==> src/rtl/sipo_deframer_pkg.sv <==
// Shared types and frame-level constants for the sipo_deframer receiver.
package sipo_deframer_pkg;

  typedef enum logic [1:0] {
    IDLE   = 2'd0,
    DATA   = 2'd1,
    PARITY = 2'd2,
    STOP   = 2'd3
  } state_e;

  localparam logic START_BIT  = 1'b1;
  localparam logic STOP_BIT   = 1'b0;
  localparam logic IDLE_LEVEL = 1'b0;

  // Zero-extension leaves the XOR unchanged, so any word up to 32 bits fits.
  function automatic logic xor_reduce(input logic [31:0] v);
    return ^v;
  endfunction

endpackage

==> src/rtl/sipo_deframer_out_reg.sv <==
// One-entry valid/ready holding register for received words, with overrun pulse.
module deframer_out_reg
  import sipo_deframer_pkg::*;
#(
  parameter int DATA_W = 8
) (
  input  logic              clk,
  input  logic              rst,
  input  logic              load,
  input  logic [DATA_W-1:0] word,
  input  logic              out_ready,
  output logic [DATA_W-1:0] out_data,
  output logic              out_valid,
  output logic              overrun
);

  logic [DATA_W-1:0] data_r;
  logic              valid_r;
  logic              overrun_r;

  // Load, drain or drop a word; a new word may replace one being drained in the same cycle.
  always_ff @(posedge clk or posedge rst) begin
    if (rst) begin
      data_r    <= '0;
      valid_r   <= 1'b0;
      overrun_r <= 1'b0;
    end else begin
      overrun_r <= 1'b0;
      if (load) begin
        if (!valid_r || out_ready) begin
          data_r  <= word;
          valid_r <= 1'b1;
        end else begin
          overrun_r <= 1'b1;
        end
      end else if (valid_r && out_ready) begin
        valid_r <= 1'b0;
      end else begin
        valid_r <= valid_r;
      end
    end
  end

  assign out_data  = data_r;
  assign out_valid = valid_r;
  assign overrun   = overrun_r;

endmodule

==> src/rtl/sipo_deframer.sv <==
// Serial-in parallel-out deframer: start bit, DATA_W bits LSB first, optional parity, stop bit.
// Parity stage is compiled in with SIPO_DEFRAMER_PARITY_EN.
module sipo_deframer
  import sipo_deframer_pkg::*;
#(
  parameter int DATA_W     = 8,
  parameter int PARITY_ODD = 0
) (
  input  logic              clk,
  input  logic              rst,
  input  logic              sin,
  output logic [DATA_W-1:0] out_data,
  output logic              out_valid,
  input  logic              out_ready,
  output logic              frame_err,
  output logic              overrun,
  output logic              parity_err
);

  localparam int CNT_W = ($clog2(DATA_W) > 1) ? $clog2(DATA_W) : 1;
  localparam logic [CNT_W-1:0] LAST_BIT = CNT_W'(DATA_W - 1);

  if (DATA_W < 2 || DATA_W > 32) begin : g_bad_width
    $error("sipo_deframer: DATA_W must be in 2..32");
  end
  if (PARITY_ODD != 0 && PARITY_ODD != 1) begin : g_bad_sense
    $error("sipo_deframer: PARITY_ODD must be 0 or 1");
  end
  if (START_BIT == IDLE_LEVEL) begin : g_bad_levels
    $error("sipo_deframer: start bit must differ from the idle level");
  end

`ifdef SIPO_DEFRAMER_PARITY_EN
  localparam state_e AFTER_DATA = PARITY;
`else
  localparam state_e AFTER_DATA = STOP;
`endif

  state_e            state_r, state_s;
  logic [CNT_W-1:0]  bit_cnt_r;
  logic [DATA_W-1:0] shift_r;
  logic              par_bad_s;
  logic              good_s, frame_err_s, parity_err_s;
  logic              frame_err_r, parity_err_r;

`ifdef SIPO_DEFRAMER_PARITY_EN
  logic par_bad_r;
  logic par_exp_s;
  assign par_exp_s = xor_reduce(32'(shift_r)) ^ 1'(PARITY_ODD);

  // Latch a parity mismatch for the stop-bit decision; cleared by each new start.
  always_ff @(posedge clk or posedge rst) begin
    if (rst) begin
      par_bad_r <= 1'b0;
    end else if (state_r == IDLE) begin
      par_bad_r <= 1'b0;
    end else if (state_r == PARITY) begin
      par_bad_r <= (sin != par_exp_s);
    end else begin
      par_bad_r <= par_bad_r;
    end
  end
  assign par_bad_s = par_bad_r;
`else
  assign par_bad_s = 1'b0;
`endif

  // Next-state and stop-bit verdict.
  always_comb begin
    state_s      = state_r;
    good_s       = 1'b0;
    frame_err_s  = 1'b0;
    parity_err_s = 1'b0;
    case (state_r)
      IDLE: begin
        if (sin == START_BIT) state_s = DATA;
        else                  state_s = IDLE;
      end
      DATA: begin
        if (bit_cnt_r == LAST_BIT) state_s = AFTER_DATA;
        else                       state_s = DATA;
      end
      PARITY: state_s = STOP;
      STOP: begin
        state_s      = IDLE;
        frame_err_s  = (sin != STOP_BIT);
        parity_err_s = par_bad_s;
        good_s       = (sin == STOP_BIT) && !par_bad_s;
      end
      default: state_s = IDLE;
    endcase
  end

  // State register.
  always_ff @(posedge clk or posedge rst) begin
    if (rst) state_r <= IDLE;
    else     state_r <= state_s;
  end

  // Bit counter, shifter and registered error pulses.
  always_ff @(posedge clk or posedge rst) begin
    if (rst) begin
      bit_cnt_r    <= '0;
      shift_r      <= '0;
      frame_err_r  <= 1'b0;
      parity_err_r <= 1'b0;
    end else begin
      frame_err_r  <= frame_err_s;
      parity_err_r <= parity_err_s;
      case (state_r)
        IDLE: bit_cnt_r <= '0;
        DATA: begin
          shift_r[bit_cnt_r] <= sin;
          bit_cnt_r          <= bit_cnt_r + CNT_W'(1);
        end
        default: bit_cnt_r <= bit_cnt_r;
      endcase
    end
  end

  deframer_out_reg #(.DATA_W(DATA_W)) u_out_reg (
    .clk       (clk),
    .rst       (rst),
    .load      (good_s),
    .word      (shift_r),
    .out_ready (out_ready),
    .out_data  (out_data),
    .out_valid (out_valid),
    .overrun   (overrun)
  );

  assign frame_err  = frame_err_r;
  assign parity_err = parity_err_r;

endmodule

==> config.mk <==
export PLATFORM = sky130hd
export DESIGN_NAME = sipo_deframer
export DESIGN_NICKNAME = d
export VERILOG_FILES = /design/src/rtl/sipo_deframer_pkg.sv /design/src/rtl/sipo_deframer_out_reg.sv /design/src/rtl/sipo_deframer.sv
export SDC_FILE = /design/constraint.sdc
export NUM_CORES = 1
export LEC_CHECK = 0
export BUFFER_PORTS_ARGS = -buffer_cell sky130_fd_sc_hd__buf_2
export CELL_PAD_IN_SITES_DETAIL_PLACEMENT = 0
export CELL_PAD_IN_SITES_GLOBAL_PLACEMENT = 2
export CORE_UTILIZATION = 35
export CTS_CLUSTER_DIAMETER = 80
export DETAILED_ROUTE_END_ITERATION = 8
export PLACE_DENSITY_LB_ADDON = 0.05
export SLEW_MARGIN = 10
export SYNTH_ARGS = -nofsm -noshare
export SYNTH_HDL_FRONTEND = slang
export SYNTH_HIERARCHICAL = 1
export SYNTH_SLANG_ARGS = --single-unit
==> constraint.sdc <==
create_clock -name clk -period 1.3 [get_ports clk]
set_input_delay 0.195 -clock clk [delete_from_list [all_inputs] [get_ports clk]]
set_output_delay 0.195 -clock clk [all_outputs]
set_load 0.05 [all_outputs]
# Yosys cells after proc, flatten, opt, wreduce, memory -nomap -nowiden
# Index checks and enable logic that the tools add are counted.
# classes
muxes	14
order_cmp	2
add_sub_neg	1
eq_ne	5
n_reduce_logical	9
n_bitwise	1
# ops
cell	n
2-to-1 mux 1 bit	9
bitwise mux 8 bit	1
case mux 2 bit (4 select lines)	1
case mux 3 bit (2 select lines)	1
== test 2 bit, second input constant	2
less-than comparator 3 x 4 -> 1 bit, second input constant	1
AND reduction 2 bit	2
nonzero test 2 bit	2
adder 3 x 1 -> 3 bit, second input constant	1
demux 1 bit (select 3 bit)	1
== test 3 bit, second input constant	1
greater-or-equal comparator 3 x 1 -> 1 bit, second input constant	1
== test 2 x 1 -> 1 bit, second input constant	1
logical AND 1 bit	2
zero test 2 bit	1
2-to-1 mux 2 bit	1
inequality test 2 x 1 -> 1 bit, second input constant	1
zero test 1 bit	1
logical OR 1 bit	1
NOT 1 bit	1
# totals
wordCells	39
ff_bits	24

# Longest topological paths before layout
# Gate-level depths: netlist (run 1).
# depth
ltp_word	5
depth_mapped	5
ltp_nobuf	4

# By module
# The synthesis (run 1) kept the hierarchy.
# by_module_without_submodules
module	cells_per_inst	n_inst	area_per_inst_um2
sipo_deframer	57	1	734.5
deframer_out_reg	24	1	410.4

# Least setup slack after synthesis (run 1)
# No wires, ideal clock.
# synth_timing
path_type	register -> register
from	register u_out_reg.valid_r, in the netlist u_out_reg/out_valid
to	register u_out_reg.data_r[0], in the netlist u_out_reg/out_data[0]
arrival_ns	1.209
t_required_ns	1.175
path_slack_ns	-0.034
stages_incl_launch_ff	4
setup_ns	0.125
cell_sequence	dfrtp_1 > nand2b_4 > nand2_4 > mux2_4
# synth_between
elab_chain_len	3
# synth_lines
item	line	rtl
start: declaration	sipo_deframer_out_reg.sv:18	logic valid_r;
start signal: assignment	sipo_deframer_out_reg.sv:39	valid_r <= valid_r;
zero test 1 bit	sipo_deframer_out_reg.sv:30	if (!valid_r || out_ready) begin
logical OR 1 bit	sipo_deframer_out_reg.sv:30	
AND reduction 2 bit (no source line)	--	
end signal: assignment	sipo_deframer_out_reg.sv:31	data_r <= word;
end: declaration	sipo_deframer_out_reg.sv:17	logic [DATA_W-1:0] data_r;
# No other way between the ends.
# A chain may end at the register's enable or synchronous reset.

==> implementation parameters, run 1 <==
Parameter                              Value

Run status
  Result of the run    complete, but fails checks
  Failing checks    setup timing

Logic synthesis
  Most frequent cell after synthesis    dfrtp_1
  Post-Synthesis Mean Instance Area    14.1 um2
  Top-area cell type share of the netlist area    52.5%
  Asr flop ratio synth    100%
  Number of flops mapped to enable cells by yosys    0
  Ranking of synthesized cells by area    dfrtp_1, mux2_4, ha_1
  Yosys warning count    6
  Mapped Area    1140 um2
  Post-Synthesis Net Count    91
  Commonest cells post-synth    dfrtp_1, mux2_4, ha_1, mux2_2, inv_1
  Fraction of the yosys area taken by sequential cells    52.5%
  Most instantiated flip-flop cell in the synthesis netlist    dfrtp_1
  Largest area contributor in the netlist    dfrtp_1
  Number of cells produced by synthesis    81
  Total of flip-flops plus latches after synthesis    24
  Number of distinct standard cells referenced by the synthesized netlist    23

Critical path
  Critical path launch point type    flip-flop
  Delay of the slowest cell on the worst path    0.44 ns
  Cells along the critical path    inv_2, ha_4, nor4b_4, mux2_2
  Largest driver fanout on the critical path    8
  Arrival @ worst endpoint    1.57 ns
  Worst path slowest cell    dfrtp_1
  Worst path required time    1.52 ns
  WS Path Type    flip-flop to flip-flop
  Critical path capture point type    flip-flop
  Number of cells traversed by the worst register-to-register path    4

STA
  Final critical-path required period    1.35 ns
  Count of endpoints failing hold in the final timing report    0
  RSZ-0062 raised after global routing    true
  Setup-failing EPs final    14
  Setup TNS    -0.463 ns
  Worst-margin pin slew    0.560 ns
  Max-slew violation count    0
  Final critical-path setup slack    -0.0487 ns
  Post-route fraction of the period consumed by the critical path    104%
  Worst rel slew slack    62.6%
  FMAX    741 MHz
  Skew final    0.00323 ns

CTS
  CTS H-tree lvls    1
  Largest buffer count on any clock path    2
  Sink count of the clock tree    24
  Clock latency on the worst-skew pair    0.31 ns
  Clock buffers created by TritonCTS    3
  Library cell used as clock root buffer    clkbuf_4
  Clock tree from TritonCTS    yes
  Clock-pin slew on the worst setup and hold paths    0.13 ns

Die
  Vertical die dimension    59.2 um
  Std cell rows    20
  Placeable core area    3080 um2
  IO Count    16
  Die width    59.2 um
  Initial core utilization    37.2%
  DIE AREA    3500 um2

Detailed routing
  Routed vias/inst    4.48
  Total number of vias    649
  Wire length after detailed routing    1690 um
  Routed length per instance    11.6 um
  Number of remaining DRC errors    0
  Number of iterations in the first detailed-routing pass    2
  Count of routing violations after the opening detailed-route iteration    5
  Final ANT Viol Nets    0

Placement
  Number of cells in the design after placement    140
  Placement-stage worst setup slack    -0.0704 ns
  Buffers added on ports    14
  Final estimated routing congestion in global placement    0.626
  HPWL Detailed    1230 um
  Cell Area, Placed    1290 um2

Global route
  Wire length of the first global-routing pass    2970 um
  GRT Total Usage    11.9%
  Via count of the first global-routing pass    645
  Aggregate global routing overflow    0
  Number of antenna violations at the first check in global routing    0
  Maximum number of pins on one net before global-route repair    15

Power and ir drop
  Pleak    0.703 nW
  Peak ir drop on the vdd network    0.000813 V
  Power density over cell area    2220 nW/um2

Cells and area
  Count of placed standard cells in the final layout, fillers left out    145
  Post-route cell area    1400 um2
  Ant. Diodes    0
  Layout Nets    112
  Area growth, synth to finish    22.0%
  Utilization of the core after routing    45.4%
  Fraction of final layout cells with drive strength greater than 1    50.5%

Worst hold path
  Path class of the lowest-slack min-delay path    input port to flip-flop
  Hold depth    3

Run
  Count of max-cap constraint violations    0
## routing by layer
layer / vias up / track usage (%) / part of all wire [%]
met1: 311 / 15.9 / 50
met3: 4 / 2.62 / 2.9
li1: 322 / - / -
met2: 12 / 17.5 / 46
met4: 0 / 7.14 / 1.8
met5: - / 0 / 0
## path summary, 6_finish.rpt
path,endpoint,slack [ns],start
setup / recovery,shift_r[0],-0.05,flip-flop
min in group asynchronous,u_out_reg/out_data[5],0.38,rst
hold reg to reg,u_out_reg/out_data[6],0.52,shift_r[6]
hold / removal,u_out_reg/overrun,0.15,out_ready
setup reg to reg,shift_r[0],-0.05,flip-flop
max in group asynchronous,state_r[0],0.44,rst
## logic make-up (layout without fill, tap and decap cells)
logic type,after synthesis,in the layout,share of synthesized area (%)
and+or+nand+nor,20,20,14.2
muxes,18,18,21.2
adders and majority gates,6,6,6.56
other,1,1,0.328
buffers and inverters,9,29,3.93
AOI/OAI and AO/OA,3,3,1.31
DFF,24,24,52.5
## state kept, by name, indices dropped and copies added (netlist names), named ones only
| signal | flops |
|---|---|
| state_r | 1 |
| u_out_reg/out_valid | 1 |
| bit_cnt_r | 3 |
| shift_r | 8 |
| u_out_reg/overrun | 1 |
| u_out_reg/out_data | 8 |
| frame_err | 1 |
## timing repair
action,4_1_cts,5_1_grt
endpoints found under the hold margin,24,0
buffers inserted,0,0
hold buffers,1,0
pin swaps,2,0
gates cloned,0,0
resized for setup,4,4
endpoints found under the setup margin,14,17
## cell usage in the layout, fill, tap and decap left out
master,instances
conb_1,1
inv_2,2
and4bb_1,3
nor4b_4,1
mux2i_1,1
nand2b_1,2
nand2_4,1
buf_4,4
inv_1,3
clkbuf_4,3
mux2_4,12
buf_2,14
o21ai_0,3
ha_1,4
or2b_1,1
nor2b_4,1
and2_1,1
nor2_1,1
bufinv_16,1
nand4_1,1
nand4b_1,3
buf_6,1
nand3_1,1
dfrtp_1,21
dfrtp_2,3
dlygate4sd3_1,1
nand2b_4,1
mux2_2,5
nand2_1,3
ha_4,2
## stage by stage
stage,power [W],hold WS (ns)
finish,0.00310,0.146
global route,0.00333,0.138
CTS,0.00311,0.131
detailed placement,0.00250,0.197
global placement,0.00248,0.193
floorplan,0.00221,0.0351
## cell type report
class | instances | area, um2
multi-input combinational | 48 | 544
timing repair buffer | 20 | 121
clock buffer | 3 | 22.5
clock inverter | 1 | 30.0
sequential | 24 | 604
tap | 44 | 55.1
fill | 303 | 1680
inverter | 5 | 18.8
## where the power goes
group | internal (W) | switching (W) | total [W]
clock | 0.000312 | 0.000227 | 0.000538
sequential | 0.00103 | 0.000257 | 0.00128
combinational | 0.000656 | 0.000623 | 0.00128
## critical path: cells and delay by family, from the launching register on
family | cells | cell delay (ns)
fa+ha+maj | 1 | 0.17
buf+inv | 1 | 0.10
mux | 1 | 0.35
flops | 1 | 0.44
simple gates | 1 | 0.20
No activity file was read; power rests on OpenSTA's default activity.
==> run 2, diff against run 1 <==
CORE_ASPECT_RATIO = 0.6   (was default)
==> implementation parameters, run 2 (synthesized netlist as in run 1, its figures left out) <==
Parameter                              Value

Cells and area
  Post-route cell area    1350 um2 (was 1400 um2)
  Reg area    603 um2 (was 604 um2)
  Area growth, synth to finish    17.8% (was 22.0%)
  Fraction of final layout cells with drive strength greater than 1    47.5% (was 50.5%)
  Multi-input gate area    512 um2 (was 544 um2)
  Ant. Diodes    0 (unchanged)
  # fillers    277 (was 303)
  Layout Nets    112 (unchanged)
  Leading cell types in the layout, fill and taps excluded    dfrtp_1, buf_2, mux2_4, mux2_2, buf_4 (was dfrtp_1, buf_2, mux2_4, mux2_2)
  Count of placed standard cells in the final layout, fillers left out    143 (was 145)
  Leading cell type in the layout, fill and taps excluded    dfrtp_1 (unchanged)

Detailed routing
  Routed vias/inst    4.45 (was 4.48)
  Number of remaining DRC errors    0 (unchanged)
  Number of iterations in the first detailed-routing pass    4 (was 2)
  Final ANT Viol Nets    0 (unchanged)
  Routed length per instance    13.7 um (was 11.6 um)
  Total number of vias    636 (was 649)
  Wire length after detailed routing    1960 um (was 1690 um)
  Count of routing violations after the opening detailed-route iteration    12 (was 5)

Global route
  GRT Total Usage    14.0% (was 11.9%)
  Maximum number of pins on one net before global-route repair    15 (unchanged)
  Number of antenna violations at the first check in global routing    0 (unchanged)
  Via count of the first global-routing pass    674 (was 645)
  Wire length of the first global-routing pass    3350 um (was 2970 um)
  Aggregate global routing overflow    0 (unchanged)

STA
  Final critical-path setup slack    -0.0448 ns (was -0.0487 ns)
  Setup-failing EPs final    16 (was 14)
  Worst rel slew slack    64.0% (was 62.6%)
  Count of endpoints failing hold in the final timing report    0 (unchanged)
  RSZ-0062 raised after global routing    true (unchanged)
  Final critical-path required period    1.34 ns (was 1.35 ns)
  Skew final    0.00983 ns (was 0.00323 ns)
  FMAX    744 MHz (was 741 MHz)
  Post-route fraction of the period consumed by the critical path    103% (was 104%)
  Worst-margin pin slew    0.540 ns (was 0.560 ns)
  Max-slew violation count    0 (unchanged)

CTS
  Library cell used as clock root buffer    clkbuf_8 (was clkbuf_4)
  Sink count of the clock tree    24 (unchanged)
  Clock-pin slew on the worst setup and hold paths    0.08 ns (was 0.13 ns)
  CTS H-tree lvls    1 (unchanged)
  Clock latency on the worst-skew pair    0.27 ns (was 0.31 ns)
  Clock tree from TritonCTS    yes (unchanged)
  Largest buffer count on any clock path    2 (unchanged)
  Clock buffers created by TritonCTS    3 (unchanged)

Placement
  HPWL Detailed    1420 um (was 1230 um)
  Cell Area, Placed    1290 um2 (about the same)
  Number of cells in the design after placement    138 (was 140)
  Final estimated routing congestion in global placement    0.675 (was 0.626)
  Buffers added on ports    14 (unchanged)

Power and ir drop
  Pleak    0.685 nW (was 0.703 nW)
  Clock network fraction of design power    15.0% (was 17.4%)
  Logic gate share of total power    42.1% (was 41.2%)
  Switching Fraction    37.7% (was 35.7%)
  Psw    0.00111 W (about the same)
  Internal    0.00184 W (was 0.00199 W)
  Peak ir drop on the vdd network    0.000873 V (was 0.000813 V)
  Share of power burned in registers    42.9% (was 41.4%)
  Power density over cell area    2190 nW/um2 (was 2220 nW/um2)

Die
  Initial core utilization    38.4% (was 37.2%)
  Die width    75.8 um (was 59.2 um)
  Std cell rows    15 (was 20)
  Vertical die dimension    46.3 um (was 59.2 um)
  IO Count    16 (unchanged)
  DIE AREA    3510 um2 (was 3500 um2)
  Placeable core area    2980 um2 (was 3080 um2)

Run
  Count of max-cap constraint violations    0 (unchanged)

Critical path
  Worst path required time    1.46 ns (was 1.52 ns)
  Largest driver fanout on the critical path    6 (was 8)
  Critical path launch point type    flip-flop (unchanged)
  Arrival @ worst endpoint    1.50 ns (was 1.57 ns)
  Critical path capture point type    flip-flop (unchanged)
  WS Path Type    flip-flop to flip-flop (unchanged)

Run status
  Failing checks    setup timing (unchanged)
  Result of the run    complete, but fails checks (unchanged)

Worst hold path
  Path class of the lowest-slack min-delay path    input port to flip-flop (unchanged)
[run 2: cell count changes in the layout (fill, tap and decap cells not counted), sizes merged]
cell    delta
bufinv     -1
clkbuf     +1
[run 2: power by group through the flow]
stage | logic, W | registers [W] | clock network (W)
global route | 0.00136 | 0.00131 | 0.000507
CTS | 0.00126 | 0.00126 | 0.000465
global placement | 0.00123 | 0.00127 | 0
floorplan | 0.000695 | 0.00152 | 0
detailed placement | 0.00125 | 0.00127 | 0
finish | 0.00124 | 0.00127 | 0.000442
[run 2: worst paths after layout]
path	depth (start not counted)	slack, ns	from	end
max in group asynchronous	3	0.39	rst	bit_cnt_r[0]
hold / removal	3	0.20	out_ready	u_out_reg/overrun
setup reg to reg	4	-0.04	flip-flop	shift_r[0]
min in group asynchronous	3	0.46	rst	u_out_reg/out_data[2]
setup / recovery	4	-0.04	flip-flop	shift_r[0]
hold reg to reg	1	0.51	shift_r[1]	u_out_reg/out_data[1]
[run 2: routing by layer]
metal	global-route usage (%)	part of all wire [%]	vias to the layer above
li1	-	-	314
met1	18.7	53	307
met2	20.5	41	11
met3	4.60	4.0	4
met4	6.67	1.6	0
met5	0	0	-
[run 2: per-stage QoR]
step | hold WS (ns) | utilization (%) | setup slack, ns | power, W | setup TNS, ns
finish | 0.202 | 45.2 | -0.0448 | 0.00295 | -0.466
global route | 0.199 | 45.2 | -0.129 | 0.00317 | -1.48
CTS | 0.199 | 45.2 | -0.0505 | 0.00299 | -0.578
detailed placement | 0.220 | 43.3 | -0.0439 | 0.00253 | -0.456
global placement | 0.195 | 43.3 | -0.0266 | 0.00249 | -0.290
floorplan | 0.0351 | - | 0.00605 | 0.00221 | 0
[run 2: timing repair]
| action | in CTS | in global routing |
|---|---|---|
| gates resized for setup | 0 | 2 |
| pin swaps | 3 | 0 |
| cloned | 0 | 0 |
| buffers inserted | 0 | 0 |
| hold buffers | 1 | 0 |
| endpoints found under the hold margin | 17 | 0 |
| setup endpoints to repair | 16 | 17 |
[run 2: final cells by class]
class,instances,area share [%]
Sequential cell,24,44.7
Multi-Input combinational cell,48,37.9
Timing Repair Buffer,20,8.72
Tap cell,42,3.90
Clock buffer,4,3.34
Inverter,5,1.39
[run 2: critical path, cell delays in order (launching register included)]
cell	delay, ns
dfrtp_1	0.40
inv_2	0.06
ha_2	0.21
nor4b_2	0.21
mux2_2	0.35
==> run 3, diff against run 2 <==
ABC_AREA = 1   (was default)
CORE_UTILIZATION = 30   (was 35)
==> implementation parameters, run 3 <==
Parameter                              Value

CTS
  Clock latency on the worst-skew pair    0.27 ns (about the same)
  Clock buffers created by TritonCTS    3 (unchanged)
  Largest buffer count on any clock path    2 (unchanged)
  Clock-pin slew on the worst setup and hold paths    0.08 ns (about the same)
  CTS H-tree lvls    1 (unchanged)
  Sink count of the clock tree    24 (unchanged)
  Clock tree from TritonCTS    yes (unchanged)
  Library cell used as clock root buffer    clkbuf_8 (unchanged)

STA
  Max-slew violation count    0 (unchanged)
  WHS    0.247 ns (was 0.202 ns)
  Worst rel slew slack    61.6% (was 64.0%)
  Final critical-path required period    1.23 ns (was 1.34 ns)
  Post-route fraction of the period consumed by the critical path    94.3% (was 103%)
  Worst-margin pin slew    0.575 ns (was 0.540 ns)
  Setup-failing EPs final    0 (was 16)
  Final critical-path setup slack    0.0735 ns (was -0.0448 ns)
  Skew final    0.00547 ns (was 0.00983 ns)
  Count of endpoints failing hold in the final timing report    0 (unchanged)
  FMAX    815 MHz (was 744 MHz)

Logic synthesis
  Ranking of synthesized cells by area    dfrtp_1, nand2_1, nand3_2 (was dfrtp_1, mux2_4, ha_1)
  Asr flop ratio synth    100% (unchanged)
  Largest area contributor in the netlist    dfrtp_1 (unchanged)
  Total of flip-flops plus latches after synthesis    24 (unchanged)
  Most frequent cell after synthesis    nand2_1 (was dfrtp_1)
  Post-Synthesis Net Count    138 (was 91)
  Yosys warning count    6 (unchanged)
  Number of distinct standard cells referenced by the synthesized netlist    16 (was 23)
  Fraction of the yosys area taken by sequential cells    51.6% (was 52.5%)
  Top-area cell type share of the netlist area    51.6% (was 52.5%)
  Commonest cells post-synth    nand2_1, dfrtp_1, inv_1 (was dfrtp_1, mux2_4, ha_1, mux2_2, inv_1)
  Number of cells produced by synthesis    128 (was 81)
  Mapped Area    1160 um2 (was 1140 um2)
  Number of flops mapped to enable cells by yosys    0 (unchanged)
  Most instantiated flip-flop cell in the synthesis netlist    dfrtp_1 (unchanged)
  Post-Synthesis Mean Instance Area    9.10 um2 (was 14.1 um2)

Cells and area
  Ant. Diodes    0 (unchanged)
  Leading cell types in the layout, fill and taps excluded    nand2_1, dfrtp_1, buf_2, inv_1, nand3_1 (was dfrtp_1, buf_2, mux2_4, mux2_2, buf_4)
  Area growth, synth to finish    23.1% (was 17.8%)
  Leading cell type in the layout, fill and taps excluded    nand2_1 (was dfrtp_1)
  Layout Nets    163 (was 112)
  Reg area    601 um2 (was 603 um2)
  Fraction of final layout cells with drive strength greater than 1    30.3% (was 47.5%)
  # fillers    396 (was 277)
  Multi-input gate area    493 um2 (was 512 um2)

Global route
  GRT Total Usage    13.8% (was 14.0%)
  Via count of the first global-routing pass    881 (was 674)
  Aggregate global routing overflow    0 (unchanged)
  Maximum number of pins on one net before global-route repair    15 (unchanged)
  Wire length of the first global-routing pass    4110 um (was 3350 um)
  Number of antenna violations at the first check in global routing    0 (unchanged)

Placement
  Final estimated routing congestion in global placement    0.724 (was 0.675)
  Buffers added on ports    14 (unchanged)
  Placement-stage worst setup slack    -0.00285 ns (was -0.0439 ns)
  HPWL Detailed    1710 um (was 1420 um)

Critical path
  Critical path launch point type    flip-flop (unchanged)
  Kind of cell adding the most delay to the critical path    flip-flops (unchanged)
  Delay of the slowest cell on the worst path    0.41 ns (was 0.40 ns)
  Reg2Reg Launch Point    state_r[0]
  Largest driver fanout on the critical path    6 (unchanged)
  Critical path origin    state_r[0]
  Critical path capture point type    flip-flop (unchanged)
  Buf/Inv on CP    3 (was 1)
  Worst path slowest cell    dfrtp_1 (unchanged)
  Arrival @ worst endpoint    1.44 ns (was 1.50 ns)
  Cells along the critical path    ha_2, inv_2, nor2_2, buf_6, buf_12, nand3_2, nand2_1 (was inv_2, ha_2, nor4b_2, mux2_2)
  Worst path required time    1.51 ns (was 1.46 ns)
  WS Path Type    flip-flop to flip-flop (unchanged)

Die
  IO Count    16 (unchanged)
  Vertical die dimension    50.3 um (was 46.3 um)
  Initial core utilization    31.5% (was 38.4%)
  Die width    82.4 um (was 75.8 um)
  Placeable core area    3700 um2 (was 2980 um2)
  Std cell rows    17 (was 15)
  DIE AREA    4140 um2 (was 3510 um2)

Detailed routing
  Total number of vias    866 (was 636)
  Final ANT Viol Nets    0 (unchanged)
  Count of routing violations after the opening detailed-route iteration    48 (was 12)
  Wire length after detailed routing    2320 um (was 1960 um)
  Number of remaining DRC errors    0 (unchanged)
  Routed length per instance    11.6 um (was 13.7 um)
  Routed vias/inst    4.35 (was 4.45)
  Number of iterations in the first detailed-routing pass    3 (was 4)

Power and ir drop
  Psw    0.000891 W (was 0.00111 W)
  Share of power burned in registers    46.3% (was 42.9%)
  Power density over cell area    1680 nW/um2 (was 2190 nW/um2)
  Logic gate share of total power    32.6% (was 42.1%)
  Switching Fraction    37.1% (was 37.7%)
  Total power after layout    0.00240 W (was 0.00295 W)
  Peak ir drop on the vdd network    0.000613 V (was 0.000873 V)
  Pleak    0.763 nW (was 0.685 nW)
  Internal    0.00151 W (was 0.00184 W)
  Clock network fraction of design power    21.0% (was 15.0%)

Worst hold path
  Origin of the worst min-delay path    sin (was out_ready)
  Path class of the lowest-slack min-delay path    input port to flip-flop (unchanged)

Run status
  Result of the run    finished, final reports clean (was complete, but fails checks)

Run
  Count of max-cap constraint violations    0 (unchanged)
==> run 3: kinds of logic (layout without fill, tap and decap cells) <==
kind of cell	count (synthesis)	count (layout)	synth area share [%]
AOI/OAI and AO/OA	6	6	2.58
adders and majority gates	6	6	6.44
buffers and inverters	19	43	8.59
DFF	24	24	51.6
other	1	1	0.322
and+or+nand+nor	72	72	30.5
==> run 3: power groups by stage <==
stage / sequential [W] / clock [W] / combinational, W
2_1_floorplan: 0.00115 / 0 / 0.000469
3_3_place_gp: 0.00113 / 0 / 0.000704
3_5_place_dp: 0.00113 / 0 / 0.000714
4_1_cts: 0.00111 / 0.000532 / 0.000725
5_1_grt: 0.00115 / 0.000567 / 0.000914
6_report: 0.00111 / 0.000505 / 0.000784
==> run 3: area by class of cell <==
| cell class | instances | share of cell area, % |
|---|---|---|
| repair buffers | 24 | 11.7 |
| flip-flops and latches | 24 | 41.9 |
| multi-input cells | 85 | 34.4 |
| well taps | 47 | 4.10 |
| clock buffers | 4 | 3.84 |
| inverters | 15 | 4.10 |
==> run 3: worst reg2reg max path, delay by kind of cell, from the launching register on <==
| kind | cells | cell delay [ns] |
|---|---|---|
| adder cells (fa/ha/maj) | 1 | 0.22 |
| AND/OR/NAND/NOR | 3 | 0.22 |
| flip-flops | 1 | 0.41 |
| buffers and inverters | 3 | 0.32 |
==> run 3: final timing paths <==
| check | endpoint | slack [ns] | cells past startpoint |
|---|---|---|---|
| setup / recovery | u_out_reg/out_data[2] | 0.07 | 7 |
| min in group asynchronous | u_out_reg/out_data[5] | 0.46 | 3 |
| max in group asynchronous | async pin | 0.39 | 3 |
| hold / removal | frame_err | 0.25 | 3 |
| setup reg to reg | u_out_reg/out_data[2] | 0.07 | 7 |
| hold reg to reg | u_out_reg/out_data[5] | 0.47 | 2 |
==> run 3: layer usage <==
metal,part of all wire (%),vias to the layer above,wire [um],GRT usage [%]
li1,-,446,-,-
met1,55,403,1270,19.5
met2,39,15,909,19.7
met3,5.0,2,116,4.91
met4,0.91,0,21,3.51
met5,0,-,0,0
==> run 3: metrics by stage <==
| step | area (um2) | util (%) | TNS [ns] | instances |
|---|---|---|---|---|
| after floorplan | 1160 | - | 0 | 128 |
| after global placement | 1270 | 34.4 | 0 | 188 |
| after detailed placement | 1270 | 34.4 | -0.00285 | 188 |
| after CTS | 1340 | 36.3 | 0 | 193 |
| after global routing | 1430 | 38.7 | -0.0535 | 199 |
| final | 1430 | 38.7 | 0 | 199 |
==> run 3: timing repair <==
item | 4_1_cts | 5_1_grt
buffers inserted | 0 | 6
hold endpoints to repair | 10 | 0
endpoints found under the setup margin | 6 | 16
cloned | 0 | 0
pin swaps | 0 | 3
hold buffers | 1 | 0
gates resized for setup | 2 | 9
